File: config.mk
export PLATFORM = sky130hd
export DESIGN_NAME = microwave_controller
export DESIGN_NICKNAME = d
export VERILOG_FILES = /design/src/rtl/mw_pkg.sv /design/src/rtl/mw_tick_gen.sv /design/src/rtl/microwave_controller.sv
export SDC_FILE = /design/constraint.sdc
export NUM_CORES = 1
export LEC_CHECK = 0
export ABC_AREA = 1
export CORE_MARGIN = 4
export CORE_UTILIZATION = 55
export CTS_CLUSTER_DIAMETER = 50
export DETAILED_ROUTE_END_ITERATION = 16
export DONT_BUFFER_PORTS = 1
export MAX_ROUTING_LAYER = met4
export PLACE_DENSITY = 0.73
export SLEW_MARGIN = 20
export SYNTH_ARGS = -nofsm -noshare
export SYNTH_HDL_FRONTEND = slang
export SYNTH_HIERARCHICAL = 1
export SYNTH_SLANG_ARGS = --single-unit
File: constraint.sdc
create_clock -name clock -period 4 [get_ports clock]
set_input_delay 0.6 -clock clock [delete_from_list [all_inputs] [get_ports clock]]
set_output_delay 0.6 -clock clock [all_outputs]
set_load 0.1 [all_outputs]
File: src/rtl/mw_pkg.sv
// rtl/mw_pkg.sv - state encoding and default timing constants shared by the microwave controller
package mw_pkg;

    typedef enum logic [1:0] {
        IDLE  = 2'd0,
        COOK  = 2'd1,
        PAUSE = 2'd2,
        DONE  = 2'd3
    } mw_state_e;

    localparam int unsigned TICK_DIV_DEFAULT    = 50_000_000;
    localparam int unsigned BEEP_CYCLES_DEFAULT = 100_000_000;

endpackage

File: src/rtl/mw_tick_gen.sv
// rtl/mw_tick_gen.sv - 1 Hz countdown prescaler; holds its count whenever run is low
module mw_tick_gen
    import mw_pkg::*;
#(
    parameter int unsigned TICK_DIV = TICK_DIV_DEFAULT
) (
    input  logic clock,
    input  logic clear,
    input  logic run,
    input  logic restart,
    output logic tick
);

    localparam int unsigned      CNT_W    = $clog2(TICK_DIV);
    localparam logic [CNT_W-1:0] CNT_LAST = CNT_W'(TICK_DIV - 1);

    logic [CNT_W-1:0] count;

    // Holding count while !run is what lets a paused cook resume mid-second.
    always_ff @(posedge clock or posedge clear) begin
        if (clear) begin
            count <= '0;
            tick  <= 1'b0;
        end else if (restart) begin
            count <= '0;
            tick  <= 1'b0;
        end else if (run) begin
            if (count == CNT_LAST) begin
                count <= '0;
                tick  <= 1'b1;
            end else begin
                count <= count + 1'b1;
                tick  <= 1'b0;
            end
        end else begin
            tick <= 1'b0;
        end
    end

endmodule

File: src/rtl/microwave_controller.sv
// rtl/microwave_controller.sv - countdown/magnetron/beep control FSM; MW_BEEP_EN builds the timed end-of-cook beep
module microwave_controller
    import mw_pkg::*;
#(
    parameter int unsigned TICK_DIV    = TICK_DIV_DEFAULT,
    parameter int unsigned BEEP_CYCLES = BEEP_CYCLES_DEFAULT
) (
    input  logic clock,
    input  logic clear,
    input  logic start,
    input  logic stop,
    input  logic door_closed,
    input  logic key_valid,
    input  logic timer_zero,
    output logic timer_loadn,
    output logic timer_clear,
    output logic timer_enable,
    output logic mag_on,
    output logic done_beep
);

    if (TICK_DIV < 2 || BEEP_CYCLES < 1) begin : g_param_check
        $error("microwave_controller: TICK_DIV must be >= 2 and BEEP_CYCLES >= 1");
    end

    mw_state_e state;
    mw_state_e state_nxt;
    logic      beep_over;

`ifdef MW_BEEP_EN
    localparam int unsigned       BEEP_W    = $clog2(BEEP_CYCLES + 1);
    localparam logic [BEEP_W-1:0] BEEP_LAST = BEEP_W'(BEEP_CYCLES - 1);

    logic [BEEP_W-1:0] beep_cnt;

    always_ff @(posedge clock or posedge clear) begin
        if (clear) begin
            beep_cnt  <= '0;
            done_beep <= 1'b0;
        end else begin
            beep_cnt  <= (state == DONE) ? beep_cnt + 1'b1 : '0;
            done_beep <= (state_nxt == DONE);
        end
    end

    assign beep_over = (beep_cnt == BEEP_LAST);
`else
    assign beep_over = 1'b1;
    assign done_beep = 1'b0;
`endif

    // timer_zero outranks stop in COOK; stop outranks start everywhere else.
    always_comb begin
        state_nxt = state;
        case (state)
            IDLE:    if (!stop && start && door_closed && !timer_zero) state_nxt = COOK;
            COOK: begin
                if (timer_zero)                state_nxt = DONE;
                else if (!door_closed || stop) state_nxt = PAUSE;
            end
            PAUSE: begin
                if (stop)                      state_nxt = IDLE;
                else if (start && door_closed) state_nxt = COOK;
            end
            DONE:    if (stop || !door_closed || beep_over) state_nxt = IDLE;
            default: state_nxt = IDLE;
        endcase
    end

    always_ff @(posedge clock or posedge clear) begin
        if (clear) begin
            state       <= IDLE;
            timer_loadn <= 1'b1;
            timer_clear <= 1'b0;
            mag_on      <= 1'b0;
        end else begin
            state       <= state_nxt;
            timer_loadn <= !(state == IDLE && key_valid);
            timer_clear <= stop && (state == IDLE || state == PAUSE);
            mag_on      <= (state_nxt == COOK);
        end
    end

    mw_tick_gen #(
        .TICK_DIV (TICK_DIV)
    ) u_tick_gen (
        .clock   (clock),
        .clear   (clear),
        .run     (state == COOK),
        .restart (state == IDLE),
        .tick    (timer_enable)
    );

endmodule

; Word level (Yosys, flattened, before mapping)
; Cells that the tools add are included.
[totals]
out_inout_bits = 5
elab_cells = 38
regBits = 32
in_bits = 7
[op_classes]
n_addsub = 1
reduce_logical = 14
n_eq_ne = 5
mux = 12
[ops]
columns = op, count
row1 = $mux 26, 3
row2 = $add 26x1->26 const B, 1
row3 = $eq 26x26->1 const B, 1
row4 = $mux 2, 5
row5 = $pmux 2 s4, 1
row6 = $logic_and 1x1->1, 6
row7 = $eq 2x1->1 const B, 2
row8 = $eq 2x2->1 const B, 2
row9 = $logic_not 1->1, 4
row10 = $mux 1, 3
row11 = $logic_not 2->1, 1
row12 = $logic_or 1x1->1, 2
row13 = $reduce_bool 2->1, 1

; Longest topological paths before layout
[depth]
depth_word = 7
ltp_mapped = 10
depth_no_buf = 10

; Cells and area by module
; The synthesis kept the hierarchy.
[modules_own_cells]
columns = module, seq_area_each_um2, instances, cells_each, area_per_inst_um2
row1 = mw_tick_gen, 675.6, 1, 272, 1780.5
row2 = microwave_controller, 126.4, 1, 36, 270.3

; Least setup slack after synthesis
; No wires, ideal clock.
[synth_path]
path_kind = register to register
from = reg u_tick_gen.count[0]
to = reg u_tick_gen.count[11]
path_stages_with_launch = 10
setup_time_ps = 121
t_arrival_ps = 1491
slack_ps = 2388
cell_sequence = dfrtp_1 > ha_1 > nand2_2 > nor2_4 > nand2_2 > nor2_1 > nand2_2 > o21ai_4 > buf_8 > nor2_1
[synth_via]
elab_chain_cells = 4
word_cells_on_any_way = 5
[synth_rtl]
columns = item, line
row1 = "start, declared", mw_tick_gen.sv:17  ; logic [CNT_W-1:0] count;
row2 = "start signal, assigned", mw_tick_gen.sv:32  ; count <= count + 1'b1;
row3 = $add 26x1->26 or $eq 26x26->1 (tied branches), "mw_tick_gen.sv:32, mw_tick_gen.sv:28"
row4 = $mux 26 *, mw_tick_gen.sv:28  ; if (count == CNT_LAST) begin
row5 = $mux 26 *, mw_tick_gen.sv:27  ; end else if (run) begin
row6 = $mux 26 *, mw_tick_gen.sv:24  ; end else if (restart) begin
; Every way passes the cells marked *; elsewhere a longest branch is shown, timed or not. The select of a mux whose other input is x is not followed.
; A chain may end at the register's enable or synchronous reset.

; Worst setup path in the final report
[layout_path]
from = reg state[0]
to = reg u_tick_gen.count[25]
[layout_via]
elab_chain_cells = 2
word_cells_on_any_way = 4
[layout_rtl]
columns = item, line
row1 = "start, declared", microwave_controller.sv:26  ; mw_state_e state;
row2 = "start signal, assigned", microwave_controller.sv:77  ; state <= state_nxt;
row3 = $eq 2x1->1 or $logic_not 2->1 (tied branches), "microwave_controller.sv:89, microwave_controller.sv:90"
row4 = $reduce_bool 2->1 (no line) or $mux 26 (tied branches), n/a
; Parallel ways exist; a longest one is shown, timed or not.

==> results_dict.tcl <==
set metrics [dict create \
    startpoint_type "flip-flop" \
    postCtsHoldBufs 0 \
    worst_slew_pin_slew_ns 0.935 \
    grt_pass1_wl_microns 8230 \
    vias_per_cell 5.20 \
    worstSetupPathType "flip-flop to flip-flop" \
    cts.sinks 32 \
    synth_cell_types 27 \
    slew_violations 0 \
    clk_pin_slew_ns 0.06 \
    gp_congestion 0.960 \
    post_cts_resized 0 \
    p_per_area_nw_per_um2 359 \
    antenna_left 0 \
    cts_tree "done" \
    cts_setup_buffers 0 \
    rsz0062_at_grt "no" \
    drive_above_1_share 0.0962 \
    layout_common_cells "nand2_1 (88), nor2_1 (60), inv_1 (39)" \
    yosysWarnings 6 \
    status "complete, no violations" \
    ys_seq_area_frac 0.391 \
    wl_per_cell_microns 12.8 \
    hold_class "input port to asynchronous set/reset pin" \
    crit_path_end_kind "flip-flop" \
    synthesis.nets 316 \
    io_pins 12 \
    cts_made_buffers 5 \
    rows 21 \
    grt_usage 0.218 \
    whs_ns 0.0980 \
    hpwl_microns 3560 \
    via_count 1863 \
    coreArea_sq_um 3470 \
    drtIter0Drc 246 \
    avgSynthCellArea_sq_um 6.66 \
    cts-root-buf "clkbuf_8" \
    cts_max_level 2 \
    setup_viol 0 \
    netlist_area_sq_um 2050 \
    syn-instance-count 308 \
    nNetsFinal 319 \
    ys_seq_elements 32 \
    firstDrtPassIters 4 \
    insertion_delay_ns 0.28 \
    clk_path_buf_depth 2 \
    final.setup_skew_ns 0.00447 \
    period_share 0.597 \
    finalHoldViolCount 0 \
    area_growth_pct 5.25 \
    initial_core_util 0.591 \
    port_buffers 0 \
    max_cap_violations 0 \
    diodes 0 \
    grt_max_degree 28 \
    design.die.area_sq_um 4770 \
    die_h_microns 69.1 \
    layout_min_cycle_time_ns 2.39 \
    cp.arrival_ns 2.53 \
    drc 0 \
    layout_commonest_cell "nand2_1" \
    fmaxAchievable_ghz 0.418 \
    grt_pass1_vias 1814 \
    peakVddDrop_mv 0.339 \
    crit_path_max_fanout 18 \
    grt-ovfl-total 0 \
    maxSlewHeadroom 0.373 \
    fillers 326 \
    die_w_microns 69.1 \
    antenna_found_initial 0 \
    wl_microns 4600 \
    cp_data_required_time_ns 4.14 \
    power.leakage_nw 0.927 \
    tns_ns 0 \
]
## power by group
| part | switching, mW | internal [mW] | leakage (nW) | total (mW) |
|---|---|---|---|---|
| combinational | 0.122 | 0.0235 | 0.444 | 0.145 |
| clock | 0.111 | 0.122 | 0.0422 | 0.233 |
| sequential | 0.0573 | 0.339 | 0.440 | 0.396 |
| total | 0.290 | 0.484 | 0.927 | 0.774 |
## final cells by class
class / count / area [sq um] / area share
clock buffer: 7 / 76.3 / 0.0354
clock inverter: 1 / 5.00 / 0.00232
inverter: 42 / 158 / 0.0730
multi-input combinational: 230 / 1060 / 0.491
sequential: 32 / 802 / 0.372
tap: 46 / 57.6 / 0.0267
## kinds of logic (layout without fill, tap and decap cells)
| family | count (synthesis) | after routing | synth area share |
|---|---|---|---|
| compound gates | 13 | 13 | 0.0403 |
| xor+xnor | 4 | 4 | 0.0171 |
| fa+ha+maj | 1 | 1 | 0.00610 |
| buf+inv | 46 | 50 | 0.0921 |
| flops | 32 | 32 | 0.391 |
| other cells | 1 | 1 | 0.00183 |
| simple gates | 211 | 211 | 0.452 |
## sequential cells by signal, summed over array words and instances (netlist names)
name / count
timer_loadn: 1
state: 2
mag_on: 1
timer_clear: 1
u_tick_gen/count: 26
u_tick_gen/tick: 1
## critical path, cell delays in order (launching register included)
cell and delay (ns):
dfrtp_1 0.41, inv_2 0.09, nor2_2 0.06, nor2_2 0.47, clkinv_1 0.61, nand2_1 0.26, nor2_1 0.10, nand3_1 0.08
nand2_1 0.05, nand2_1 0.06, nor2_1 0.04
## stage by stage
stage	instances	setup WS, ns	utilization	area [sq um]	power (mW)
after global placement	350	1.78	0.599	2080	0.543
after detailed placement	350	1.66	0.599	2080	0.550
final	358	1.61	0.622	2160	0.774
after global routing	358	1.42	0.622	2160	0.826
after CTS	358	1.65	0.622	2160	0.785
after floorplan	308	2.39	-	2050	0.533
## per-layer routing
metal,vias up,share of wire,GRT usage
met3,9,0.054,0.0465
li1,960,-,-
met2,50,0.44,0.301
met1,844,0.50,0.314
met4,0,0.015,0.0759
met5,-,0,-
## worst paths after layout
check                          start                    to  slack (ns)  cells after the start
max                         state[0]  u_tick_gen/count[25]        1.61                     10
min                            clear                mag_on         0.1                      1
max reg2reg                 state[0]  u_tick_gen/count[25]        1.61                     10
min reg2reg                 state[0]           timer_clear        0.50                      1
max in group asynchronous      clear  u_tick_gen/count[22]        3.26                      1
min in group clock         key_valid           timer_loadn        0.35                      1
## synth_stat cells
cell      instances  share of area
buf_4             1         0.0037
o21ai_4           1         0.0079
nor3_1            6          0.015
clkinv_1          1         0.0018
o221ai_1          1         0.0043
conb_1            1         0.0018
buf_8             1         0.0073
inv_1            40          0.073
dfstp_2           1          0.013
o21bai_1          1         0.0037
buf_2             1         0.0024
ha_1              1         0.0061
dfrtp_1          31           0.38
xnor2_1           1         0.0043
nand3_1          22          0.054
and2_1            3         0.0092
nor2_1           60           0.11
nand2_2           6          0.018
nand3b_1          1         0.0037
xor2_1            3          0.013
nor2_2           13          0.040
inv_2             1         0.0018
nor2_4            2          0.011
nand4_1          10          0.031
nand2_1          88           0.16
o21ai_0          10          0.024
clkbuf_1          1         0.0018
Note: power is estimated with default switching activity, not from simulation.
